[src/rtl/run_monitor.sv]
// Run-control and debug monitor for the nrisc core: gates the core via halt, detects a halt opcode,
// runs a stall watchdog, counts cycles and retired instructions, and keeps a circular PC trace.
module run_monitor #(
    parameter int                 DATA_W      = 8,
    parameter int                 ADDR_W      = 8,
    parameter logic [DATA_W-1:0]  HALT_MASK   = 8'b11100011,
    parameter logic [DATA_W-1:0]  HALT_MATCH  = 8'b11000011,
    parameter int                 CNT_W       = 16,
    parameter int                 TRACE_DEPTH = 8,
    parameter int                 TIMEOUT     = 1000,
    localparam int                PW          = $clog2(TRACE_DEPTH)
) (
    input  logic              c,
    input  logic              reset,
    input  logic              start,
    input  logic              step,
    input  logic              stop_req,
    input  logic              clear,
    input  logic [DATA_W-1:0] instr,
    input  logic [ADDR_W-1:0] pc,
    output logic              halt,
    output logic [1:0]        halt_cause,
    output logic [CNT_W-1:0]  cycle_count,
    output logic [CNT_W-1:0]  instr_count,
    input  logic [PW-1:0]     trace_rd_idx,
    output logic [ADDR_W-1:0] trace_pc,
    output logic [PW:0]       trace_fill
);

    localparam int              WD_W     = (TIMEOUT > 0) ? $clog2(TIMEOUT + 1) : 1;
    localparam logic [WD_W-1:0] WD_LIMIT = WD_W'(TIMEOUT);
    localparam logic [PW:0]     FILL_MAX = (PW + 1)'(TRACE_DEPTH);

    typedef enum logic [1:0] {
        S_IDLE,
        S_RUN,
        S_STEP,
        S_HALTED
    } state_t;

    state_t              state_q, state_d;
    logic [1:0]          cause_q, cause_d;
    logic [CNT_W-1:0]    cyc_q, cyc_d;
    logic [CNT_W-1:0]    ins_q, ins_d;
    logic [PW-1:0]       wr_q, wr_d;
    logic [PW:0]         fill_q, fill_d;
    logic [WD_W-1:0]     wd_q, wd_d;
    logic                pv_q, pv_d;
    logic [ADDR_W-1:0]   prev_q, prev_d;
    logic [ADDR_W-1:0]   mem_q [TRACE_DEPTH];

    logic                push;
    logic                clr;
    logic                op_hit;
    logic                wd_fire;
    logic [PW-1:0]       rd_ptr;

    assign op_hit = (instr & HALT_MASK) == HALT_MATCH;

    always_comb begin
        state_d = state_q;
        cause_d = cause_q;
        cyc_d   = cyc_q;
        ins_d   = ins_q;
        wr_d    = wr_q;
        fill_d  = fill_q;
        wd_d    = '0;
        pv_d    = 1'b0;
        prev_d  = prev_q;
        push    = 1'b0;
        clr     = 1'b0;
        wd_fire = 1'b0;
        unique case (state_q)
            S_IDLE: begin
                clr = clear;
                if (start)     state_d = S_RUN;
                else if (step) state_d = S_STEP;
            end
            S_RUN, S_STEP: begin
                push = 1'b1;
                // pv_q marks that prev_q holds the pc of the previous RUN cycle.
                if (state_q == S_RUN) begin
                    wd_d    = (pv_q && pc == prev_q) ? wd_q + WD_W'(1) : '0;
                    pv_d    = 1'b1;
                    prev_d  = pc;
                    wd_fire = (TIMEOUT != 0) && (wd_d == WD_LIMIT);
                end
                if (stop_req) begin
                    state_d = S_HALTED;
                    cause_d = 2'b11;
                end else if (op_hit) begin
                    state_d = S_HALTED;
                    cause_d = 2'b01;
                end else if (wd_fire) begin
                    state_d = S_HALTED;
                    cause_d = 2'b10;
                end else if (state_q == S_STEP) begin
                    state_d = S_IDLE;
                end
            end
            S_HALTED: begin
                if (clear) begin
                    state_d = S_IDLE;
                    cause_d = 2'b00;
                    clr     = 1'b1;
                end
            end
        endcase
        if (push) begin
            cyc_d  = (&cyc_q) ? cyc_q : cyc_q + CNT_W'(1);
            ins_d  = (&ins_q) ? ins_q : ins_q + CNT_W'(1);
            wr_d   = wr_q + PW'(1);
            fill_d = (fill_q == FILL_MAX) ? fill_q : fill_q + (PW + 1)'(1);
        end
        if (clr) begin
            cyc_d  = '0;
            ins_d  = '0;
            wr_d   = '0;
            fill_d = '0;
        end
    end

    always_ff @(posedge c) begin
        if (reset) begin
            state_q <= S_IDLE;
            cause_q <= 2'b00;
            cyc_q   <= '0;
            ins_q   <= '0;
            wr_q    <= '0;
            fill_q  <= '0;
            wd_q    <= '0;
            pv_q    <= 1'b0;
            prev_q  <= '0;
        end else begin
            state_q <= state_d;
            cause_q <= cause_d;
            cyc_q   <= cyc_d;
            ins_q   <= ins_d;
            wr_q    <= wr_d;
            fill_q  <= fill_d;
            wd_q    <= wd_d;
            pv_q    <= pv_d;
            prev_q  <= prev_d;
        end
    end

    // Trace storage is not reset; trace_fill says which entries are meaningful.
    always_ff @(posedge c) begin
        if (!reset && push) mem_q[wr_q] <= pc;
    end

    assign rd_ptr      = wr_q - PW'(1) - trace_rd_idx;
    assign trace_pc    = mem_q[rd_ptr];
    assign halt        = (state_q == S_IDLE) || (state_q == S_HALTED);
    assign halt_cause  = cause_q;
    assign cycle_count = cyc_q;
    assign instr_count = ins_q;
    assign trace_fill  = fill_q;

endmodule
[config.mk]
export PLATFORM = sky130hd
export DESIGN_NAME = run_monitor
export DESIGN_NICKNAME = d
export VERILOG_FILES = /design/src/rtl/run_monitor.sv
export SDC_FILE = /design/constraint.sdc
export NUM_CORES = 1
export LEC_CHECK = 0
export BUFFER_PORTS_ARGS = -buffer_cell sky130_fd_sc_hd__clkbuf_2
export CAP_MARGIN = 40
export CELL_PAD_IN_SITES_DETAIL_PLACEMENT = 0
export CELL_PAD_IN_SITES_GLOBAL_PLACEMENT = 2
export CORE_ASPECT_RATIO = 0.9
export CORE_MARGIN = 2
export CORE_UTILIZATION = 35
export DETAILED_ROUTE_END_ITERATION = 10
export HOLD_SLACK_MARGIN = 0.02
export PLACE_DENSITY_LB_ADDON = 0.1
export SLEW_MARGIN = 15
export SYNTH_ARGS = -nofsm -noshare
export SYNTH_HDL_FRONTEND = slang
export SYNTH_SLANG_ARGS = --single-unit
[constraint.sdc]
create_clock -name c -period 2.5 [get_ports c]
set_input_delay 0.125 -clock c [delete_from_list [all_inputs] [get_ports c]]
set_output_delay 0.125 -clock c [all_outputs]
set_load 0.01 [all_outputs]
==> impl_metrics.prom, run 1 <==
# TYPE chip_impl_metric gauge
chip_impl_metric{name="synth-seq-cells",unit=""} 126
chip_impl_info{name="critical_path.cell_chain",value="ha_4, inv_2, fa_2, xor2_4, xnor2_4, clkbuf_16, mux4_2, mux2_2, clkbuf_2"} 1
chip_impl_metric{name="num_rows",unit=""} 44
chip_impl_info{name="tritoncts",value="yes"} 1
chip_impl_metric{name="total_gr_overflow",unit=""} 0
chip_impl_info{name="reg2reg_from",value="prev_q[6]"} 1
chip_impl_metric{name="crit_fanout",unit=""} 8
chip_impl_metric{name="dp.final_hpwl",unit="mm"} 8.17
chip_impl_metric{name="num_io_pins",unit=""} 72
chip_impl_metric{name="finalWeightedCongestion",unit=""} 0.742
chip_impl_metric{name="antenna_violating_nets_post_route",unit=""} 0
chip_impl_metric{name="syn-mean-instance-area",unit="sq um"} 11.9
chip_impl_metric{name="power_per_cell_area",unit="mW/mm^2"} 929
chip_impl_metric{name="synth_fp_nets",unit=""} 514
chip_impl_info{name="clk_root_buffer_cell",value="sky130_fd_sc_hd__clkbuf_16"} 1
chip_impl_metric{name="timing.final.setup_violations",unit=""} 8
chip_impl_metric{name="finish.net_count",unit=""} 609
chip_impl_metric{name="design_power_total",unit="mW"} 6.63
chip_impl_metric{name="buffer_ports.inserted",unit=""} 68
chip_impl_metric{name="fillers",unit=""} 1509
chip_impl_metric{name="core-area",unit="sq mm"} 0.0160
chip_impl_metric{name="finalClockSkew",unit="ps"} 7.72
chip_impl_metric{name="synth_warnings",unit=""} 0
chip_impl_metric{name="synth_cell_type_count",unit=""} 58
chip_impl_metric{name="initial_core_util",unit=""} 0.355
chip_impl_metric{name="cp.depth",unit=""} 9
chip_impl_metric{name="drv_cap",unit=""} 0
chip_impl_metric{name="wirelength",unit="mm"} 12.3
chip_impl_metric{name="slew_worst_pin",unit="ps"} 529
chip_impl_info{name="critPathLaunch",value="wr_q[0]"} 1
chip_impl_metric{name="die_w",unit="um"} 138
chip_impl_metric{name="timing.critical_path.slowest_cell_delay",unit="ps"} 370
chip_impl_metric{name="timing.final.crit_share",unit=""} 1.08
chip_impl_metric{name="drcViolationCount",unit=""} 0
chip_impl_metric{name="dp_cells",unit=""} 757
chip_impl_info{name="crit_path_end",value="trace_pc[7]"} 1
chip_impl_metric{name="reg2reg_depth",unit=""} 6
chip_impl_metric{name="worst_slew_margin_rel",unit=""} 0.645
chip_impl_metric{name="track_usage",unit=""} 0.149
chip_impl_metric{name="count_of_flip_flops_with_a_built_in_enable_after_synthesis",unit=""} 64
chip_impl_metric{name="post_drt_wl_per_cell",unit="um"} 15.6
chip_impl_info{name="hold_class",value="in2reg"} 1
chip_impl_metric{name="floorplan.die_area",unit="sq mm"} 0.0173
chip_impl_metric{name="layout-drive-gt1-share",unit=""} 0.287
chip_impl_metric{name="antenna_found_initial",unit=""} 0
chip_impl_info{name="crit_path_top_delay_cell",value="sky130_fd_sc_hd__fa_2"} 1
chip_impl_metric{name="first_pass_drt_iterations",unit=""} 4
chip_impl_metric{name="area_growth",unit="%"} 25.5
chip_impl_metric{name="clk_lat_worst_skew",unit="ps"} 410
chip_impl_metric{name="dr_total_vias",unit=""} 3866
chip_impl_metric{name="cts_inserted_buffers",unit=""} 17
chip_impl_metric{name="cts-htree-levels",unit=""} 4
chip_impl_info{name="violations",value="negative setup slack"} 1
chip_impl_metric{name="final-max-slew-violation-count",unit=""} 0
chip_impl_info{name="cp-end-kind",value="output pin"} 1
chip_impl_metric{name="finalWorstPathRequiredPeriod",unit="ps"} 2690
chip_impl_metric{name="async_reset_ff_frac",unit=""} 0
chip_impl_metric{name="post-route-worst-setup-slack",unit="ps"} -195
chip_impl_metric{name="vias_per_cell",unit=""} 4.88
chip_impl_metric{name="post_synth_inst_count",unit=""} 477
chip_impl_metric{name="leakage",unit="nW"} 2.61
chip_impl_metric{name="cp_num_buf_inv",unit=""} 3
chip_impl_metric{name="yosysSeqAreaShare",unit=""} 0.556
chip_impl_info{name="critical_path_class",value="reg2out"} 1
chip_impl_metric{name="max_clock_freq",unit="MHz"} 371
chip_impl_metric{name="timing.hold.ws",unit="ps"} 51.7
chip_impl_metric{name="first_pass_grt_wire_length",unit="mm"} 19.9
chip_impl_metric{name="final_cell_count_no_fill",unit=""} 792
chip_impl_info{name="timing.critical_path.from_type",value="register"} 1
chip_impl_info{name="result_of_the_run",value="finished with violations"} 1
chip_impl_metric{name="max-vdd-ir-drop",unit="V"} 0.000572
chip_impl_metric{name="worst_setup_hold_path_clk_slew",unit="ps"} 60
chip_impl_info{name="grt_setup_unrepaired",value="true"} 1
chip_impl_metric{name="clk_path_buf_depth",unit=""} 2
chip_impl_metric{name="number_of_endpoints_with_negative_hold_slack_in_the_final_report",unit=""} 0
chip_impl_metric{name="pin_count_of_the_biggest_net_entering_global_routing",unit=""} 28
chip_impl_metric{name="required_time_of_the_critical_path",unit="ps"} 2380
chip_impl_metric{name="r2r_slack",unit="ps"} 330
chip_impl_metric{name="first_iter_violations",unit=""} 137
chip_impl_metric{name="chipHeight",unit="um"} 125
chip_impl_metric{name="n_antenna_cell",unit=""} 0
chip_impl_info{name="synth-main-ff-cell",value="sky130_fd_sc_hd__edfxtp_1"} 1
chip_impl_metric{name="synthesized_cell_area",unit="sq mm"} 0.00569
chip_impl_metric{name="clkSinkCount",unit=""} 126
chip_impl_metric{name="number_of_global_route_vias_before_repair",unit=""} 3831
chip_impl_info{name="worst_reg2reg_endpoint",value="halt_cause[0]"} 1
chip_impl_metric{name="critPathArrivalTime",unit="ps"} 2570
chip_impl_info{name="dominant_delay_contributor_by_cell_family_on_the_critical_path",value="multiplexers"} 1
## what timing repair did
item,in CTS,in global routing
hold buffers,1,0
buffers inserted,0,1
cloned,0,1
resized for setup,0,15
hold endpoints to repair,1,0
setup endpoints to repair,8,8
## cells in the final DEF (no fill, tap or decap), types with 16 or more instances in the layout
| cell | instances |
|---|---|
| sky130_fd_sc_hd__xor2_1 | 23 |
| sky130_fd_sc_hd__nor2_1 | 72 |
| sky130_fd_sc_hd__buf_4 | 24 |
| sky130_fd_sc_hd__clkbuf_2 | 66 |
| sky130_fd_sc_hd__inv_1 | 16 |
| sky130_fd_sc_hd__mux4_2 | 16 |
| sky130_fd_sc_hd__dfxtp_1 | 61 |
| sky130_fd_sc_hd__xnor2_1 | 18 |
| sky130_fd_sc_hd__nand2_1 | 21 |
| sky130_fd_sc_hd__edfxtp_1 | 64 |
| sky130_fd_sc_hd__clkbuf_16 | 18 |
## where the power goes
group / switching, mW / internal [mW] / leakage, nW
sequential: 0.0799 / 2.31 / 1.08
clock: 0.947 / 1.58 / 0.296
combinational: 0.890 / 0.822 / 1.23
## sequential cells by signal, indices dropped and copies added, names as in the netlist
register	flops
halt_cause	2
wd_q	10
mem_q	64
pv_q	1
trace_fill	4
state_q	2
instr_count	16
cycle_count	16
wr_q	3
prev_q	8
## worst register-to-register path, delay by kind of cell (launching register included)
family / cells / cell delay (ps)
AOI/OAI and AO/OA: 1 / 400
DFF: 1 / 320
xor gates and xnor gates: 1 / 160
and+or+nand+nor: 4 / 1170
## Yosys cell counts (all sizes together) (4+ instances only)
| library cell | count | area share |
|---|---|---|
| a21oi | 7 | 0.0062 |
| and4 | 7 | 0.011 |
| buf | 11 | 0.0090 |
| clkbuf | 8 | 0.0053 |
| dfxtp | 62 | 0.22 |
| edfxtp | 64 | 0.34 |
| ha | 11 | 0.024 |
| inv | 17 | 0.011 |
| mux2 | 8 | 0.016 |
| mux2i | 13 | 0.023 |
| mux4 | 16 | 0.063 |
| nand2 | 21 | 0.014 |
| nand2b | 7 | 0.0077 |
| nand3 | 15 | 0.014 |
| nand3b | 5 | 0.0066 |
| nand4 | 11 | 0.015 |
| nor2 | 72 | 0.048 |
| nor2b | 4 | 0.0044 |
| nor3 | 13 | 0.012 |
| nor4 | 10 | 0.016 |
| o21ai | 8 | 0.0070 |
| or3 | 7 | 0.0077 |
| xnor2 | 19 | 0.029 |
| xor2 | 24 | 0.037 |
## stage by stage
step                 util  worst slack [ps]  TNS, ps  area (sq um)
finish              0.445              -195    -1450          7130
global route        0.445              -297    -2290          7130
CTS                 0.439              -247    -1800          7030
detailed placement  0.400               206        0          6410
global placement    0.400               218        0          6410
floorplan               -              46.2        0          5700
## cell families after synthesis
| group | share of synthesized area |
|---|---|
| compound gates | 0.0482 |
| xor+xnor | 0.0662 |
| fa+ha+maj | 0.0277 |
| buf+inv | 0.0255 |
| flops | 0.556 |
| mux | 0.102 |
| simple gates | 0.174 |
## layout make-up
| type | instances | area (sq um) | area share |
|---|---|---|---|
| Tap cell | 207 | 259 | 0.0363 |
| Timing Repair Buffer | 95 | 588 | 0.0824 |
| Clock buffer | 17 | 425 | 0.0596 |
| Sequential cell | 126 | 3160 | 0.444 |
| Inverter | 17 | 63.8 | 0.00895 |
| Multi-Input combinational cell | 315 | 2450 | 0.343 |
| Clock inverter | 15 | 185 | 0.0260 |
## how the worst min path moves through the flow
stage / start / end / slack (ps) / cells after the start
2_1_floorplan: pc[0] / mem_q[0][0] / 220 / 0
5_1_grt: pc[1] / mem_q[7][1] / 50 / 1
3_3_place_gp: stop_req / halt_cause[1] / 450 / 3
6_report: pc[1] / mem_q[7][1] / 50 / 1
4_1_cts: pc[1] / mem_q[7][1] / 30 / 1
3_5_place_dp: stop_req / halt_cause[1] / 450 / 3
## layer usage
| layer | global-route usage | vias to the layer above | part of all wire |
|---|---|---|---|
| li1 | - | 1931 | - |
| met1 | 0.204 | 1867 | 0.49 |
| met5 | 0 | - | 0 |
| met3 | 0.0515 | 5 | 0.047 |
| met2 | 0.227 | 63 | 0.45 |
| met4 | 0.0378 | 0 | 0.0079 |
Power figures use the tool's default switching activity.
==> run 2, diff against run 1 <==
--- a/config.mk
+++ b/config.mk
@@ -11,9 +11,10 @@
 export CELL_PAD_IN_SITES_GLOBAL_PLACEMENT = 2
 export CORE_ASPECT_RATIO = 0.9
 export CORE_MARGIN = 2
-export CORE_UTILIZATION = 35
+export CORE_UTILIZATION = 39
 export DETAILED_ROUTE_END_ITERATION = 10
 export HOLD_SLACK_MARGIN = 0.02
+export MAX_ROUTING_LAYER = met4
 export PLACE_DENSITY_LB_ADDON = 0.1
 export SLEW_MARGIN = 15
 export SYNTH_ARGS = -nofsm -noshare
==> constraint.sdc (replaced) <==
create_clock -name c -period 2.92 [get_ports c]
set_input_delay 0.146 -clock c [delete_from_list [all_inputs] [get_ports c]]
set_output_delay 0.146 -clock c [all_outputs]
set_load 0.01 [all_outputs]
==> run 2 against run 1 <==
The flow now finishes without violations. Global-route usage grew 1.2 points. Routed wire length shrank 5.6%. Cell count is 2.7% lower. First-iteration DRC count up 61%.
==> impl_metrics.prom, run 2 (synthesis gave the netlist of run 1 again) <==
# TYPE chip_impl_metric gauge
chip_impl_info{name="result_of_the_run",value="finished clean"} 1
chip_impl_metric{name="dr_total_vias",unit=""} 3805
chip_impl_metric{name="timing.final.setup_violations",unit=""} 0
chip_impl_metric{name="fin_setup_tns",unit="ps"} 0
chip_impl_metric{name="die_w",unit="um"} 131
chip_impl_metric{name="finalWeightedCongestion",unit=""} 0.758
chip_impl_info{name="reg2reg_from",value="wd_q[0]"} 1
chip_impl_metric{name="final-max-slew-violation-count",unit=""} 0
chip_impl_metric{name="first_pass_drt_iterations",unit=""} 5
chip_impl_metric{name="finalWorstPathRequiredPeriod",unit="ps"} 2790
chip_impl_metric{name="dp.final_hpwl",unit="mm"} 7.65
chip_impl_metric{name="cts-htree-levels",unit=""} 4
chip_impl_metric{name="total_switching_power",unit="mW"} 1.61
chip_impl_metric{name="wirelength",unit="mm"} 11.7
chip_impl_info{name="timing.critical_path.from_type",value="register"} 1
chip_impl_metric{name="floorplan.die_area",unit="sq mm"} 0.0156
chip_impl_metric{name="globalRouteMet2Util",unit=""} 0.234
chip_impl_metric{name="first_iter_violations",unit=""} 220
chip_impl_metric{name="pin_count_of_the_biggest_net_entering_global_routing",unit=""} 25
chip_impl_metric{name="layout-drive-gt1-share",unit=""} 0.277
chip_impl_metric{name="leakage",unit="nW"} 2.52
chip_impl_info{name="cp-end-kind",value="output pin"} 1
chip_impl_info{name="crit_path_end",value="trace_pc[4]"} 1
chip_impl_metric{name="max-vdd-ir-drop",unit="V"} 0.000436
chip_impl_info{name="critPathLaunch",value="wr_q[0]"} 1
chip_impl_metric{name="num_rows",unit=""} 41
chip_impl_metric{name="chipHeight",unit="um"} 119
chip_impl_info{name="hold_path.startpoint",value="stop_req"} 1
chip_impl_metric{name="finish.net_count",unit=""} 602
chip_impl_metric{name="num_io_pins",unit=""} 72
chip_impl_info{name="worst_reg2reg_endpoint",value="halt_cause[0]"} 1
chip_impl_metric{name="multi_input_area",unit="sq mm"} 0.00239
chip_impl_metric{name="clkSinkCount",unit=""} 126
chip_impl_metric{name="p_comb_frac",unit=""} 0.250
chip_impl_metric{name="first_pass_grt_wire_length",unit="mm"} 18.7
chip_impl_info{name="layout.cells.most_common_list",value="72 x sky130_fd_sc_hd__nor2_1, 68 x sky130_fd_sc_hd__clkbuf_2, 64 x sky130_fd_sc_hd__edfxtp_1, 60 x sky130_fd_sc_hd__dfxtp_1, 23 x sky130_fd_sc_hd__xor2_1"} 1
chip_impl_metric{name="sequential_cell_area",unit="sq mm"} 0.00317
chip_impl_metric{name="slew_worst_pin",unit="ps"} 573
chip_impl_metric{name="power_per_cell_area",unit="mW/mm^2"} 791
chip_impl_metric{name="cts_inserted_buffers",unit=""} 17
chip_impl_metric{name="antenna_found_initial",unit=""} 0
chip_impl_metric{name="groute.layer.met1.usage",unit=""} 0.212
chip_impl_metric{name="timing.hold.ws",unit="ps"} 40.0
chip_impl_metric{name="required_time_of_the_critical_path",unit="ps"} 2770
chip_impl_metric{name="post_drt_wl_per_cell",unit="um"} 15.1
chip_impl_info{name="hold_class",value="in2reg"} 1
chip_impl_metric{name="total_gr_overflow",unit=""} 0
chip_impl_metric{name="worst_setup_hold_path_clk_slew",unit="ps"} 60
chip_impl_metric{name="buffer_ports.inserted",unit=""} 68
chip_impl_metric{name="grtUsageMet3",unit=""} 0.0523
chip_impl_metric{name="internal_power",unit="mW"} 3.89
chip_impl_info{name="globalRoute.busiestLayer",value="met2"} 1
chip_impl_metric{name="crit_fanout",unit=""} 8
chip_impl_metric{name="antenna_violating_nets_post_route",unit=""} 0
chip_impl_info{name="clk_root_buffer_cell",value="sky130_fd_sc_hd__clkbuf_16"} 1
chip_impl_metric{name="timing.final.crit_share",unit=""} 0.956
chip_impl_metric{name="initial_core_util",unit=""} 0.402
chip_impl_metric{name="track_usage",unit=""} 0.161
chip_impl_metric{name="area_growth",unit="%"} 22.3
chip_impl_metric{name="dpl-instance-area",unit="sq mm"} 0.00631
chip_impl_metric{name="finalClockSkew",unit="ps"} 5.41
chip_impl_metric{name="reg2reg_depth",unit=""} 7
chip_impl_metric{name="final_design_area_no_fill",unit="sq mm"} 0.00696
chip_impl_metric{name="power.clock.fraction",unit=""} 0.377
chip_impl_metric{name="n_antenna_cell",unit=""} 0
chip_impl_metric{name="design_power_total",unit="mW"} 5.50
chip_impl_metric{name="largest_register_ffs",unit=""} 64
chip_impl_metric{name="critPathArrivalTime",unit="ps"} 2650
chip_impl_metric{name="worst_slew_margin_rel",unit=""} 0.618
chip_impl_metric{name="clk_path_buf_depth",unit=""} 2
chip_impl_metric{name="drcViolationCount",unit=""} 0
chip_impl_metric{name="number_of_global_route_vias_before_repair",unit=""} 3635
chip_impl_info{name="critical_path_class",value="reg2out"} 1
chip_impl_metric{name="drv_cap",unit=""} 0
chip_impl_metric{name="clk_lat_worst_skew",unit="ps"} 410
chip_impl_metric{name="max_clock_freq",unit="MHz"} 358
chip_impl_metric{name="fillers",unit=""} 1346
chip_impl_info{name="layout.cells.most_common",value="sky130_fd_sc_hd__nor2_1"} 1
chip_impl_metric{name="number_of_endpoints_with_negative_hold_slack_in_the_final_report",unit=""} 0
chip_impl_metric{name="core-area",unit="sq mm"} 0.0142
chip_impl_metric{name="r2r_slack",unit="ps"} 590
chip_impl_metric{name="p_seq_frac",unit=""} 0.372
chip_impl_metric{name="vias_per_cell",unit=""} 4.94
chip_impl_info{name="register_ranked_first_by_flip_flop_count",value="mem_q"} 1
chip_impl_info{name="tritoncts",value="yes"} 1
chip_impl_metric{name="sw_frac_of_total",unit=""} 0.293
run 2: cell types whose count changed in the layout (fill, tap and decap cells not counted), sizes merged:
cell,previous run,this run
buf,27,20
bufinv,3,2
clkinv,7,5
clkinvlp,1,4
dlygate4sd3,1,0
clkbuf,84,85
run 2: routing by layer:
layer | share of wire | wire [um]
met1 | 0.48 | 5630
met3 | 0.057 | 662
met4 | 0.0082 | 95
met5 | 0 | 0
met2 | 0.45 | 5260
run 2: worst max-delay path: stages, from the launching register on:
cell	delay, ps
sky130_fd_sc_hd__dfxtp_4	360
sky130_fd_sc_hd__ha_1	130
sky130_fd_sc_hd__inv_1	50
sky130_fd_sc_hd__fa_2	340
sky130_fd_sc_hd__xor2_2	170
sky130_fd_sc_hd__xnor2_2	260
sky130_fd_sc_hd__buf_6	200
sky130_fd_sc_hd__mux4_2	300
sky130_fd_sc_hd__mux2_2	290
sky130_fd_sc_hd__clkbuf_2	130
run 2: power groups by stage:
stage | Sequential [mW] | Combinational [mW] | Clock [mW]
5_1_grt | 2.06 | 1.52 | 2.22
6_report | 2.05 | 1.38 | 2.08
3_5_place_dp | 2.09 | 1.35 | 0
4_1_cts | 2.06 | 1.36 | 2.13
2_1_floorplan | 2.09 | 0.947 | 0
3_3_place_gp | 2.09 | 1.34 | 0
run 2: layout make-up:
| type | instances | area share |
|---|---|---|
| flip-flops and latches | 126 | 0.455 |
| multi-input cells | 315 | 0.344 |
| repair buffers | 88 | 0.0716 |
| clock buffers | 17 | 0.0612 |
| well taps | 193 | 0.0347 |
| clock inverters | 15 | 0.0236 |
| inverters | 17 | 0.00917 |
run 2: how the worst min path moves through the flow:
stage | slack [ps] | end | cells after the start
2_1_floorplan | 240 | mem_q[0][0] | 0
3_3_place_gp | 460 | halt_cause[1] | 3
3_5_place_dp | 460 | halt_cause[1] | 3
4_1_cts | 30 | halt_cause[1] | 3
5_1_grt | 50 | halt_cause[1] | 3
6_report | 40 | halt_cause[1] | 3
run 2: stage by stage:
step,util,setup WS (ps),cells
global placement,0.445,361,735
detailed placement,0.445,342,735
floorplan,-,189,477
finish,0.491,129,771
CTS,0.487,33.5,767
global route,0.491,-5.71,771
run 2: repair_timing:
| item | in CTS | in global routing |
|---|---|---|
| gates resized for setup | 2 | 8 |
| setup buffers | 0 | 3 |
| hold buffers | 0 | 0 |
| setup endpoints to repair | 8 | 8 |
| gates cloned | 0 | 1 |
| pin swaps | 0 | 1 |
